<file path="config.mk">
export PLATFORM = sky130hd
export DESIGN_NAME = mux_rr_arbiter
export DESIGN_NICKNAME = d
export VERILOG_FILES = /design/src/rtl/mux_arb_pkg.sv /design/src/rtl/mux_rr_arbiter_rr_pick.sv /design/src/rtl/mux_rr_arbiter.sv
export SDC_FILE = /design/constraint.sdc
export NUM_CORES = 1
export LEC_CHECK = 0
export CAP_MARGIN = 20
export CORE_UTILIZATION = 36
export CTS_CLUSTER_SIZE = 40
export DETAILED_ROUTE_END_ITERATION = 10
export PLACE_DENSITY = 0.9
export SYNTH_ARGS = -nofsm -noshare
export SYNTH_HDL_FRONTEND = slang
export SYNTH_SLANG_ARGS = --single-unit
</file>
<file path="constraint.sdc">
create_clock -name clk -period 2.4 [get_ports clk]
set_input_delay 0.48 -clock clk [delete_from_list [all_inputs] [get_ports clk]]
set_output_delay 0.48 -clock clk [all_outputs]
set_load 0.005 [all_outputs]
</file>
<file path="src/rtl/mux_arb_pkg.sv">
// Shared constants, output-register state encoding and the round-robin
// pointer increment used by the arbiter.
package mux_arb_pkg;

  localparam int N_REQ_DEF = 4;
  localparam int WIDTH_DEF = 8;

  // Output register occupancy: EMPTY means out_valid=0, FULL means out_valid=1.
  typedef enum logic {
    ST_EMPTY = 1'b0,
    ST_FULL  = 1'b1
  } out_state_e;

  // Pointer moves one past the last winner and wraps from n-1 back to 0,
  // so values >= n are never produced for non-power-of-two n.
  function automatic int unsigned rr_next(input int unsigned ptr, input int unsigned n);
    return (ptr == n - 1) ? 0 : ptr + 1;
  endfunction

endpackage

</file>
<file path="src/rtl/mux_rr_arbiter_rr_pick.sv">
// Combinational round-robin pick: lowest valid index at or above ptr,
// otherwise lowest valid index overall. Done as a scan over a double-width
// vector whose low half is masked below ptr and whose high half is unmasked.
module rr_pick #(
  parameter  int N_REQ = 4,
  localparam int SRC_W = $clog2(N_REQ)
) (
  input  logic [N_REQ-1:0] req_valid,
  input  logic [SRC_W-1:0] ptr,
  output logic [SRC_W-1:0] grant,
  output logic             any
);

  logic [N_REQ-1:0]   masked;
  logic [2*N_REQ-1:0] dbl;
  int                 first_idx;
  logic               found;

  // Build the masked/unmasked double vector and find its lowest set bit.
  always_comb begin
    masked    = '0;
    found     = 1'b0;
    first_idx = 0;
    for (int i = 0; i < N_REQ; i++) begin
      masked[i] = req_valid[i] && (i >= int'(ptr));
    end
    dbl = {req_valid, masked};
    for (int j = 0; j < 2 * N_REQ; j++) begin
      if (!found && dbl[j]) begin
        found     = 1'b1;
        first_idx = j;
      end
    end
  end

  // Fold the double-width index back into requester space.
  always_comb begin
    any   = |req_valid;
    grant = (first_idx >= N_REQ) ? SRC_W'(first_idx - N_REQ) : SRC_W'(first_idx);
  end

endmodule

</file>
<file path="src/rtl/mux_rr_arbiter.sv">
// N_REQ:1 round-robin arbiter with a one-entry registered output.
// Handshake: a transfer happens on a rising edge where valid and ready are
// both high; ready may depend combinationally on valid, valid never waits
// for ready, and data must be held stable while valid is high and not
// accepted on the consumer side.
module mux_rr_arbiter
  import mux_arb_pkg::*;
#(
  parameter  int N_REQ = N_REQ_DEF,
  parameter  int WIDTH = WIDTH_DEF,
  localparam int SRC_W = $clog2(N_REQ)
) (
  input  logic                   clk,
  input  logic                   rst,
  input  logic [N_REQ-1:0]       req_valid,
  input  logic [N_REQ*WIDTH-1:0] req_data,
  output logic [N_REQ-1:0]       req_ready,
  output logic                   out_valid,
  output logic [WIDTH-1:0]       out_data,
  output logic [SRC_W-1:0]       out_src,
  input  logic                   out_ready
);

  out_state_e       state_q, state_d;
  logic [WIDTH-1:0] out_data_q, out_data_d;
  logic [SRC_W-1:0] out_src_q, out_src_d;
  logic [SRC_W-1:0] ptr_q, ptr_d;

  logic [SRC_W-1:0] grant;
  logic             any;
  logic             load;
  logic             accept;

  rr_pick #(
    .N_REQ (N_REQ)
  ) u_pick (
    .req_valid (req_valid),
    .ptr       (ptr_q),
    .grant     (grant),
    .any       (any)
  );

  // Output register can take a new word when empty or being drained now.
  // Accepting is blocked during reset: the registers are held cleared, so a
  // word granted then would be silently lost.
  always_comb begin
    load   = (state_q == ST_EMPTY) || out_ready;
    accept = load && any && !rst;
  end

  // One-hot ready toward the granted requester only.
  always_comb begin
    req_ready = '0;
    for (int i = 0; i < N_REQ; i++) begin
      req_ready[i] = accept && (grant == SRC_W'(i));
    end
  end

  // Next-state: reload on accept, drain to EMPTY when nothing is pending.
  always_comb begin
    state_d    = state_q;
    out_data_d = out_data_q;
    out_src_d  = out_src_q;
    ptr_d      = ptr_q;
    if (load) begin
      if (any) begin
        state_d    = ST_FULL;
        out_data_d = req_data[int'(grant)*WIDTH +: WIDTH];
        out_src_d  = grant;
        ptr_d      = SRC_W'(rr_next(32'(grant), 32'(N_REQ)));
      end else begin
        state_d = ST_EMPTY;
      end
    end
  end

  // State registers, cleared asynchronously.
  always_ff @(posedge clk or posedge rst) begin
    if (rst) begin
      state_q    <= ST_EMPTY;
      out_data_q <= '0;
      out_src_q  <= '0;
      ptr_q      <= '0;
    end else begin
      state_q    <= state_d;
      out_data_q <= out_data_d;
      out_src_q  <= out_src_d;
      ptr_q      <= ptr_d;
    end
  end

  // Output register drives the consumer directly.
  always_comb begin
    out_valid = (state_q == ST_FULL);
    out_data  = out_data_q;
    out_src   = out_src_q;
  end

endmodule

</file>
Yosys cells after proc, flatten, opt, wreduce, memory -nomap -nowiden
Index checks and enable logic that the tools add are counted.

Word-level logic and storage cells: 60. Flip-flop bits (word level): 13.

Shift-type cells: 1. Equality and inequality tests: 3. Mux-type cells: 17. $lt $le $gt $ge: 4. Reductions and logical operators: 28. Bitwise logic cells: 1. Add/subtract/negate cells: 2.

Operators with widths (number): 2-to-1 mux 32 bit (6); >= comparator 32 x 4 -> 1 bit (second input constant) (1); variable part select 32 x 6 -> 8 bit (1); logical AND 1 bit (16); 2-to-1 mux 1 bit (9); zero test 1 bit (8); == test 2 bit (second input constant) (2); >= comparator 1 x 2 -> 1 bit (first input constant) (2); 2-to-1 mux 2 bit (2); OR reduction 4 bit (1); adder 2 x 1 -> 2 bit (second input constant) (1); == test 2 x 1 -> 1 bit (second input constant) (1); >= comparator 2 bit (first input constant) (1); zero test 2 bit (1); AND reduction 2 bit (1); subtractor 2 x 1 -> 2 bit (second input constant) (1); logical OR 1 bit (1); NOT 1 bit (1).

Depth between registers and ports, before layout
Depth in word-level cells: 28. Depth in mapped cells: 8. Gate-level depth less buffers: 6.

Hierarchy
A second synthesis with hierarchy kept.

Cells, all modules: 63. Area total of the unflattened synthesis: 850.8 µm².

Modules (own cells, without submodules): mux_rr_arbiter (area each 777.0 µm², instances 1, cells each 51); rr_pick (area each 73.8 µm², instances 1, cells each 12).

Least setup slack after synthesis
OpenSTA, ideal clock, no wires.

Path type: input port to output port. From: input port req_valid[2]. To: output port req_ready[3]. Stages: 8. Buffers on the path: 2. Arrival time: 1.556 ns. Slack: 0.364 ns. Data required time: 1.920 ns. Path through: inv_1 -> o22ai_1 -> a211o_1 -> buf_6 -> buf_12 -> inv_1 -> ha_1 -> and2_1.

Cells in the longest elaborated chain, start to end: 22. Elaborated cells between the ends (all ways): 31.

Ends and longest elaborated chain: from (decl) (RTL line mux_rr_arbiter.sv:15) `input logic [N_REQ-1:0] req_valid,`; logical AND 1 bit (RTL line mux_rr_arbiter_rr_pick.sv:25) `masked[i] = req_valid[i] && (i >= int'(ptr));`; logical AND 1 bit (RTL line mux_rr_arbiter_rr_pick.sv:29) `if (!found && dbl[j]) begin`; 2-to-1 mux 1 bit (RTL line mux_rr_arbiter_rr_pick.sv:29); zero test 1 bit (RTL line mux_rr_arbiter_rr_pick.sv:29); logical AND 1 bit (RTL line mux_rr_arbiter_rr_pick.sv:29); 2-to-1 mux 1 bit (RTL line mux_rr_arbiter_rr_pick.sv:29); zero test 1 bit (RTL line mux_rr_arbiter_rr_pick.sv:29); logical AND 1 bit (RTL line mux_rr_arbiter_rr_pick.sv:29); [7 not listed]; zero test 1 bit (RTL line mux_rr_arbiter_rr_pick.sv:29); logical AND 1 bit (RTL line mux_rr_arbiter_rr_pick.sv:29); 2-to-1 mux 32 bit * (RTL line mux_rr_arbiter_rr_pick.sv:29); >= comparator 32 x 4 -> 1 bit or subtractor 2 x 1 -> 2 bit (tied branches) (RTL line mux_rr_arbiter_rr_pick.sv:39) `grant = (first_idx >= N_REQ) ? SRC_W'(first_idx - N_REQ) : SRC_W'(first_idx);`; 2-to-1 mux 2 bit * (RTL line mux_rr_arbiter_rr_pick.sv:39); via grant[0] (RTL line mux_rr_arbiter.sv:29) `logic [SRC_W-1:0] grant;`; == test 2 bit * (RTL line mux_rr_arbiter.sv:55) `req_ready[i] = accept && (grant == SRC_W'(i));`; logical AND 1 bit * (RTL line mux_rr_arbiter.sv:55); to (decl) (RTL line mux_rr_arbiter.sv:17) `output logic [N_REQ-1:0] req_ready,`.

Mark *: on every way through the listed nets, which the timed path passes. The rest lies on a longest branch.

Worst setup path after layout
From: input port req_valid[0]. To: output port req_ready[1].

Cells in the longest elaborated chain, start to end: 27. Elaborated cells between the ends (all ways): 37.

Ends and longest elaborated chain (RTL line): logical AND 1 bit (mux_rr_arbiter_rr_pick.sv:25); 2-to-1 mux 1 bit (mux_rr_arbiter_rr_pick.sv:29); zero test 1 bit (mux_rr_arbiter_rr_pick.sv:29); logical AND 1 bit (mux_rr_arbiter_rr_pick.sv:29); 2-to-1 mux 1 bit (mux_rr_arbiter_rr_pick.sv:29); zero test 1 bit (mux_rr_arbiter_rr_pick.sv:29); logical AND 1 bit (mux_rr_arbiter_rr_pick.sv:29); 2-to-1 mux 1 bit (mux_rr_arbiter_rr_pick.sv:29); [12 not listed]; zero test 1 bit (mux_rr_arbiter_rr_pick.sv:29); logical AND 1 bit (mux_rr_arbiter_rr_pick.sv:29); 2-to-1 mux 32 bit * (mux_rr_arbiter_rr_pick.sv:29); >= comparator 32 x 4 -> 1 bit or subtractor 2 x 1 -> 2 bit (tied branches) (mux_rr_arbiter_rr_pick.sv:39); 2-to-1 mux 2 bit * (mux_rr_arbiter_rr_pick.sv:39); via grant[0] (mux_rr_arbiter.sv:29); == test 2 x 1 -> 1 bit * (mux_rr_arbiter.sv:55); logical AND 1 bit * (mux_rr_arbiter.sv:55).

Marked as above.

==> impl_results.md <==
- Worst hold-check path type: register to register
- Dominant cell type by area after synthesis: dfrtp_1
- Fill count: 174
- Drt drc: 0
- GRT Resource Usage Total: 22.9%
- Boundary pin count: 54
- CP cell instances: clkdlybuf4s15_2 > inv_2 > o22ai_4 > a211o_1 > buf_4 > inv_2 > buf_4 > ha_1 > and2_1 > buf_2
- WP data arrival: 1.88 ns
- Max incr delay on CP: 0.31 ns
- First-pass GRT wire length: 4420 um
- Largest net degree at the start of global routing: 18
- Final Hold Fails: 0
- First-pass detailed-route iteration total: 4
- Yosys warns: 0
- Total chip power: 1.41 mW
- Vias per inst: 5.27
- Cell Area, Synth: 880 um2
- Outcome: finished clean
- Die height: 51.4 um
- Gr ovfl total: 0
- # clock sinks: 13
- Peak VDD IR: 594 uV
- Worst slew pin tran: 0.531 ns
- Post-DP HPWL: 2020 um
- Crit path time final: 2.36 ns
- Final Non-Filler Cells: 189
- Clock-pin slew on the worst setup and hold paths: 0.08 ns
- Synth unique cells: 22
- DP Cell Count: 171
- R2r setup slk: 0.05 ns
- Routed vias: 996
- Rows: 17
- First DRT Iteration DRCs: 27
- Flops & latches, synth: 13
- Final nets: 205
- CTS tree: yes
- Synth Area per Inst: 10.2 um2
- Clock Skews: 0.00145 ns
- Htree depth: 1
- Max_cap viols: 0
- RSZ-0062 raised after global routing: true
- Die area: 2650 um2
- Most frequent cells in the layout: 45 x clkdlybuf4s50_1, 18 x buf_4, 16 x mux2i_1, 12 x nand2_1, 12 x dfrtp_1
- Wire length per cell: 15.8 um
- Slowest-stage cell, CP: a211o_1
- Relative slew slack: 64.6%
- Die Width: 51.4 um
- Area Growth Syn to Fin: 87.3%
- Final Slew Violations: 0
- Cells after synthesis: 86
- Gpl congestion: 0.793
- Critical Path End Type: primary output
- Clk_lat worst skew: 0.27 ns
- Main area contributors after synthesis: dfrtp_1 37%, mux2i_1 18%, o221ai_1 8.0%
- Sequential area share after synthesis: 37.0%
- Routed wire length: 2990 um
- Leak: 0.774 nW
- Worst-path maximum fanout: 4
- Antenna Nets Post-Route: 0
- Initial Util: 39.0%
- Peak Freq: 0.424 GHz
- Initial antenna violation count: 0
- Power density cells: 856 nW/um2
- TNS Setup: 0 ns
- Final-report setup violation count: 0
- Synth top area share: 37.0%
- Hold buffers post-CTS: 0
- Largest buffer count on any clock path: 2
- CP Data Required Time: 1.92 ns
- Syn_nets: 129
- Root Buffer: clkbuf_4
- Antenna Diode Count: 0
- WS Path Type: primary input to primary output
- Vias in the first global route: 998
- I/O Buffers: 53
- Total CTS buffers: 3
- Share of layout cells above drive strength 1: 30.4%
- Critical Path Source Type: primary input
- Most common cell after layout, fill and taps aside: clkdlybuf4s50_1
- Final Cycle Share: 98.2%
- Core area: 2250 um2
path summary, 6_finish.rpt:
kind,startpoint,end,depth (start not counted)
max in group asynchronous,rst,ptr_q[1],2
worst min register to register,out_src[1],out_src[1],2
worst max-delay path,req_valid[0],req_ready[1],10
min in group asynchronous,rst,out_data[3],2
worst min-delay path,out_src[1],out_src[1],2
worst max register to register,ptr_q[0],out_data[0],14
registers in the layout (all words and copies together) (netlist names):
name / cells
ptr_q: 2
out_src: 2
out_data: 8
out_valid: 1
layer usage:
layer	global-route usage (%)	share of wire, %	routed length, um	vias up
li1	-	-	-	458
met2	43.5	55	1640	56
met3	5.06	6.1	183	8
met1	24.7	37	1090	474
met4	7.21	2.3	70	0
met5	0	0	0	-
worst max-delay path: cells and delay by family:
kind                       cells  cell delay, ns
and+or+nand+nor                1            0.11
adders and majority gates      1            0.13
AOI/OAI and AO/OA              2            0.37
buffers and inverters          6            0.79
cell usage after synthesis:
cell type and n:
o21ai_0 1, a211o_1 1, nand2b_1 5, o41ai_2 1
nand2_1 12, ha_1 4, o221ai_1 8, nand4_1 1
nor2_1 3, buf_2 3, mux2i_1 16, mux2_2 1
inv_1 5, buf_6 1, o32ai_2 1, a21oi_1 2
o31ai_1 1, dfrtp_1 13, o22ai_1 1, and2_1 4
buf_12 1, and2b_2 1
where the power goes:
part / switching [mW] / internal [mW]
Combinational: 0.350 / 0.544
Clock: 0.0749 / 0.0643
Sequential: 0.0675 / 0.310
Total: 0.493 / 0.919
stage by stage:
step / cell area, um2 / worst slack [ns] / util, % / hold slack [ns]
5_1_grt: 1650 / -0.0527 / 73.1 / 0.533
3_5_place_dp: 1470 / -0.494 / 65.0 / 0.473
6_report: 1650 / 0.0433 / 73.1 / 0.490
4_1_cts: 1600 / -0.101 / 71.1 / 0.492
2_1_floorplan: 880 / 0.364 / - / 0.357
3_3_place_gp: 1470 / -0.425 / 65.0 / 0.471
cell type report:
cell class                      instances  area [um2]  share of cell area [%]
Clock buffer                            4        26.3                    1.59
Tap cell                               28        35.0                    2.13
Multi-Input combinational cell         64         562                    34.1
Inverter                                5        21.3                    1.29
Sequential cell                        13         327                    19.8
Timing Repair Buffer                   75         677                    41.1
kinds of logic (layout without fill, tap and decap cells):
kind of cell | after synthesis | after routing | synth area share, %
simple gates | 26 | 27 | 14.5
mux | 17 | 17 | 19.5
fa+ha+maj | 4 | 4 | 5.69
compound gates | 16 | 16 | 15.9
buf+inv | 10 | 84 | 7.40
flops | 13 | 13 | 37.0
repair_timing:
item | CTS | global route
resized for setup | 25 | 22
endpoints found under the hold margin | 0 | 0
pin swaps | 2 | 2
setup buffers | 12 | 1
gates cloned | 0 | 1
setup endpoints to repair | 4 | 13
(Power assumes the default switching activity.)
